File: src/rtl/pc_pkg.sv
// pc_pkg: shared constants and next-PC source encoding for the fetch PC logic
package pc_pkg;
    localparam int PC_WIDTH = 32;
    localparam int INSTR_BYTES = 4;
    typedef enum logic [2:0] {SRC_SEQ, SRC_BRANCH, SRC_JUMP, SRC_CALL, SRC_RET} pc_src_e;
endpackage

File: src/rtl/ras_stack.sv
// ras_stack: circular return-address stack; a push when full overwrites the oldest entry
module ras_stack #(
    parameter int WIDTH = 32,
    parameter int RAS_DEPTH = 4
) (
    input  logic             clk,
    input  logic             reset,
    input  logic             push,
    input  logic             pop,
    input  logic [WIDTH-1:0] push_data,
    output logic [WIDTH-1:0] top,
    output logic             empty,
    output logic             full
);
    localparam int PW = $clog2(RAS_DEPTH);
    localparam int CW = $clog2(RAS_DEPTH + 1);
    logic [WIDTH-1:0] mem_q [RAS_DEPTH];
    logic [PW-1:0] ptr_q, ptr_d;
    logic [CW-1:0] cnt_q, cnt_d;
    logic do_pop;
    assign empty = cnt_q == '0;
    assign full = cnt_q == CW'(RAS_DEPTH);
    assign top = mem_q[ptr_q - PW'(1)];
    always_comb begin
        do_pop = pop && !push && !empty;
        ptr_d = push ? ptr_q + PW'(1) : do_pop ? ptr_q - PW'(1) : ptr_q;
        cnt_d = (push && !full) ? cnt_q + CW'(1) : do_pop ? cnt_q - CW'(1) : cnt_q;
    end
    always_ff @(posedge clk) begin
        if (reset) begin
            ptr_q <= '0;
            cnt_q <= '0;
        end else begin
            ptr_q <= ptr_d;
            cnt_q <= cnt_d;
        end
    end
    always_ff @(posedge clk) begin
        if (push && !reset) mem_q[ptr_q] <= push_data;
    end
endmodule

File: src/rtl/pc_next_unit.sv
// pc_next_unit: registered PC with branch/jump/call/return selection and a return-address stack
module pc_next_unit
    import pc_pkg::*;
#(
    parameter int WIDTH = PC_WIDTH,
    parameter int RAS_DEPTH = 4,
    parameter logic [WIDTH-1:0] RESET_PC = '0,
    parameter int IMM_SHIFT = 2
) (
    input  logic             clk,
    input  logic             reset,
    input  logic             stall,
    input  logic             branch_taken,
    input  logic [WIDTH-1:0] simm,
    input  logic             jump,
    input  logic [WIDTH-1:0] jump_target,
    input  logic             call,
    input  logic             ret,
    output logic [WIDTH-1:0] pc,
    output logic [WIDTH-1:0] pc_plus4,
    output logic             ras_empty,
    output logic             ras_full,
    output logic             ras_underflow
);
    pc_src_e src;
    logic [WIDTH-1:0] pc_q, pc_d, ras_top;
    logic uf_q, uf_d, push, pop;
    assign pc = pc_q;
    assign pc_plus4 = pc_q + WIDTH'(INSTR_BYTES);
    assign ras_underflow = uf_q;
    always_comb begin
        src = ret ? SRC_RET : call ? SRC_CALL : jump ? SRC_JUMP : branch_taken ? SRC_BRANCH : SRC_SEQ;
        push = !stall && src == SRC_CALL;
        pop = !stall && src == SRC_RET && !ras_empty;
        uf_d = !stall && src == SRC_RET && ras_empty;
        pc_d = stall ? pc_q :
               src == SRC_RET ? (ras_empty ? pc_plus4 : ras_top) :
               (src == SRC_CALL || src == SRC_JUMP) ? jump_target :
               src == SRC_BRANCH ? pc_plus4 + (simm << IMM_SHIFT) : pc_plus4;
    end
    always_ff @(posedge clk) begin
        if (reset) begin
            pc_q <= RESET_PC;
            uf_q <= 1'b0;
        end else begin
            pc_q <= pc_d;
            uf_q <= uf_d;
        end
    end
    ras_stack #(.WIDTH(WIDTH), .RAS_DEPTH(RAS_DEPTH)) u_ras (
        .clk(clk),
        .reset(reset),
        .push(push),
        .pop(pop),
        .push_data(pc_plus4),
        .top(ras_top),
        .empty(ras_empty),
        .full(ras_full)
    );
endmodule

File: config.mk
export PLATFORM = sky130hd
export DESIGN_NAME = pc_next_unit
export DESIGN_NICKNAME = d
export VERILOG_FILES = /design/src/rtl/pc_pkg.sv /design/src/rtl/ras_stack.sv /design/src/rtl/pc_next_unit.sv
export SDC_FILE = /design/constraint.sdc
export NUM_CORES = 1
export LEC_CHECK = 0
export CAP_MARGIN = 20
export CORE_MARGIN = 2
export CORE_UTILIZATION = 45
export CTS_BUF_LIST = sky130_fd_sc_hd__clkbuf_4 sky130_fd_sc_hd__clkbuf_8 sky130_fd_sc_hd__clkbuf_16
export DETAILED_ROUTE_END_ITERATION = 8
export GPL_ROUTABILITY_DRIVEN = 0
export HOLD_SLACK_MARGIN = 0.03
export PLACE_DENSITY = 0.7
export SYNTH_ARGS = -nofsm -noshare
export SYNTH_HDL_FRONTEND = slang
export SYNTH_SLANG_ARGS = --single-unit
File: constraint.sdc
create_clock -name clk -period 4.27 [get_ports clk]
set_input_delay 0.854 -clock clk [delete_from_list [all_inputs] [get_ports clk]]
set_output_delay 0.854 -clock clk [all_outputs]
set_load 0.03 [all_outputs]
==> impl_metrics.json <==
{
  "status": "finished clean",
  "clock_latency_ns": 0.43,
  "cp_max_fo": 9,
  "cts.path.max_buffers": 2,
  "hold_violations": 0,
  "seq_area_frac_synth_pct": 47.6,
  "post-route-period-util_pct": 95.1,
  "drv_slew": 0,
  "yosysWarnings": 0,
  "cts_tree": "done",
  "drive_gt1_share_pct": 15.8,
  "cpMostUsedCell": "nand2_1",
  "slew_headroom_pct": 49.7,
  "rrSetupSlack_ns": 0.21,
  "path_buf_inv": 1,
  "grt_first_pass_wirelength_microns": 44000,
  "antenna_found_initial": 0,
  "cts.sinks": 166,
  "path_delay_family": "simple AND/OR/NAND/NOR gates",
  "synth_cell_types": 77,
  "post-route-min-period_ns": 4.06,
  "syn_nets": 985,
  "grt_pass1_vias": 7599,
  "slowest_stage": "clkdlybuf4s50_1",
  "cp_data_required_time_ns": 3.42,
  "vias": 7985,
  "place_inst": 1280,
  "wl_per_cell_microns": 22.0,
  "final-setup-viol-count": 0,
  "crit_arrival_ns": 3.21,
  "r2r-end": "pc[31]",
  "cts_max_level": 4,
  "fin_ws_ns": 0.210,
  "remaining_drc_errors": 0,
  "die_height_microns": 151,
  "holdCritStartpoint": "u_ras.cnt_q[2]",
  "dp_hpwl_microns": 21300,
  "vias_per_cell": 6.08,
  "avgSynthCellArea_sq_um": 11.1,
  "synth_area_sq_mm": 0.00966,
  "ir_drop_uv": 277,
  "core_sq_mm": 0.0210,
  "antennaDiodeCount": 0,
  "drtIter0Drc": 871,
  "grt.total_usage_pct": 26.1,
  "start_util_pct": 46.0,
  "crit_path_start_kind": "flip-flop",
  "total_power_mw": 4.91,
  "holdPathEnd": "u_ras.cnt_q[2]",
  "cts_root_buffer": "clkbuf_16",
  "crit_chain": "nand2_1, nor4_4, nand2_1, or3_1, xnor2_2, clkdlybuf4s50_1",
  "die_x_microns": 151,
  "area_delta_synth_final_pct": 26.0,
  "async_reset_ff_share_pct": 0,
  "numCtsBuffers": 17,
  "grt_max_degree": 52,
  "synth_edf_count": 128,
  "slowest_delay_ns": 0.74,
  "ioPinCount": 138,
  "power_density_mw_per_mm2": 404,
  "skew_ns": 0.0141,
  "critPathKind": "reg -> out",
  "path_clk_slew_ns": 0.07,
  "finalSetupTns_ns": 0,
  "dieArea_sq_mm": 0.0227,
  "rr_worst_depth": 13,
  "rsz0062_at_grt": "yes",
  "cp-end-kind": "primary output",
  "fillCellCount": 1733,
  "total_leakage_power_nw": 4.42,
  "maxCapViolCount": 0,
  "grt.overflow.total": 0,
  "totalWireLength_microns": 28900,
  "ant_nets": 0,
  "cts_hold_buf": 0,
  "ys_ff_latch": 166,
  "drtPass1Iterations": 5,
  "yosys_most_used_dff": "edfxtp_1",
  "io_buffers": 135,
  "fmaxAchievable_mhz": 246,
  "tightest_slew_ns": 0.750,
  "rows": 53,
  "final_cells": 1314,
  "final_nets": 1140,
  "whs_path_depth": 2,
  "netlist_instances": 871,
  "r2r_start": "pc[2]",
  "hold_class": "reg -> reg",
  "place_ws_ns": 0.281
}
-- cells by family (layout without fill, tap and decap cells) --
kind of cell	after synthesis	in the layout	share of synthesized area [%]
mux	39	39	8.22
compound gates	253	253	17.4
flops	166	166	47.6
buf+inv	78	246	3.46
fa+ha+maj	43	43	5.72
xor+xnor	52	52	4.95
simple gates	240	240	12.6
-- synth_stat cells (10+ instances only) --
library cell	count	area, sq um
edfxtp_1	128	3840
nand2_1	70	263
a21oi_1	64	320
nor2_1	59	221
o21ai_0	50	250
clkbuf_1	41	154
ha_1	41	513
dfxtp_1	38	761
xnor2_1	33	289
mux4_2	32	721
nand3_1	21	105
inv_1	19	71.3
a21o_1	16	120
a22oi_1	16	120
xor2_1	16	140
nand4_1	15	93.8
a211oi_1	13	97.6
nor3_1	13	65.1
a221oi_1	12	105
a31oi_1	10	62.6
and3_1	10	62.6
-- registers in the layout (all words and copies together) (netlist names) --
register and count:
u_ras.mem_q 128, pc 32, u_ras.cnt_q 3, u_ras.ptr_q 2
ras_underflow 1
-- worst max-delay path by stage --
stage             from  slack (ns)      endpoint  cells past startpoint
4_1_cts          pc[2]        0.07  pc_plus4[19]                      7
3_3_place_gp   simm[0]        0.30        pc[28]                     11
5_1_grt          pc[4]       -0.08        pc[31]                     13
2_1_floorplan    pc[2]        0.01        pc[31]                     16
6_report         pc[2]        0.21  pc_plus4[23]                      6
3_5_place_dp   simm[0]        0.28        pc[28]                     11
-- power by group --
part	switching, mW	internal, mW	total [mW]
clock network	0.701	0.878	1.58
logic	0.860	0.597	1.46
registers	0.0677	1.81	1.88
-- area by class of cell --
cell class | count | area [sq um] | area share, %
repair buffers | 195 | 1800 | 14.8
clock inverters | 15 | 168 | 1.38
flip-flops and latches | 166 | 4610 | 37.8
well taps | 275 | 344 | 2.83
clock buffers | 17 | 425 | 3.49
multi-input cells | 627 | 4760 | 39.1
inverters | 19 | 71.3 | 0.586
-- metal layers --
layer	vias to the layer above	GRT usage, %	wire [microns]
met2	404	38.3	12800
met3	63	4.27	2660
met5	-	0	0
met4	0	8.77	837
li1	3669	-	-
met1	3849	39.2	12600
-- stage by stage --
stage | cell area, sq um | hold WS, ns | utilization, %
CTS | 12100 | 0.547 | 57.8
global placement | 11600 | 0.516 | 55.0
floorplan | 9690 | 0.491 | -
detailed placement | 11600 | 0.525 | 55.0
global route | 12200 | 0.566 | 57.9
finish | 12200 | 0.543 | 57.9
-- worst register-to-register path: cells and delay by family (launching register included) --
family,cells,cell delay (ns)
AOI/OAI and AO/OA,5,1.17
and+or+nand+nor,3,1.24
DFF,1,0.50
xor gates and xnor gates,1,0.18
buffers and inverters,2,0.25
adders and majority gates,2,0.64
-- cells in the final DEF, fill, tap and decap left out, types with 10 or more instances in the layout --
cell type	n
a211oi_1	13
a21o_1	16
a21oi_1	64
a221oi_1	12
a22oi_1	16
and3_1	10
buf_4	60
clkbuf_16	17
clkdlybuf4s50_1	133
dfxtp_1	37
edfxtp_1	128
ha_1	41
inv_1	19
mux4_2	32
nand2_1	70
nand3_1	21
nand4_1	15
nor2_1	57
nor3_1	12
o21ai_0	50
xnor2_1	31
xor2_1	15
-- what timing repair did --
| action | CTS | global route |
|---|---|---|
| gates resized for setup | 0 | 3 |
| setup endpoints to repair | 0 | 5 |
| buffers inserted | 0 | 2 |
(Power assumes the default switching activity.)
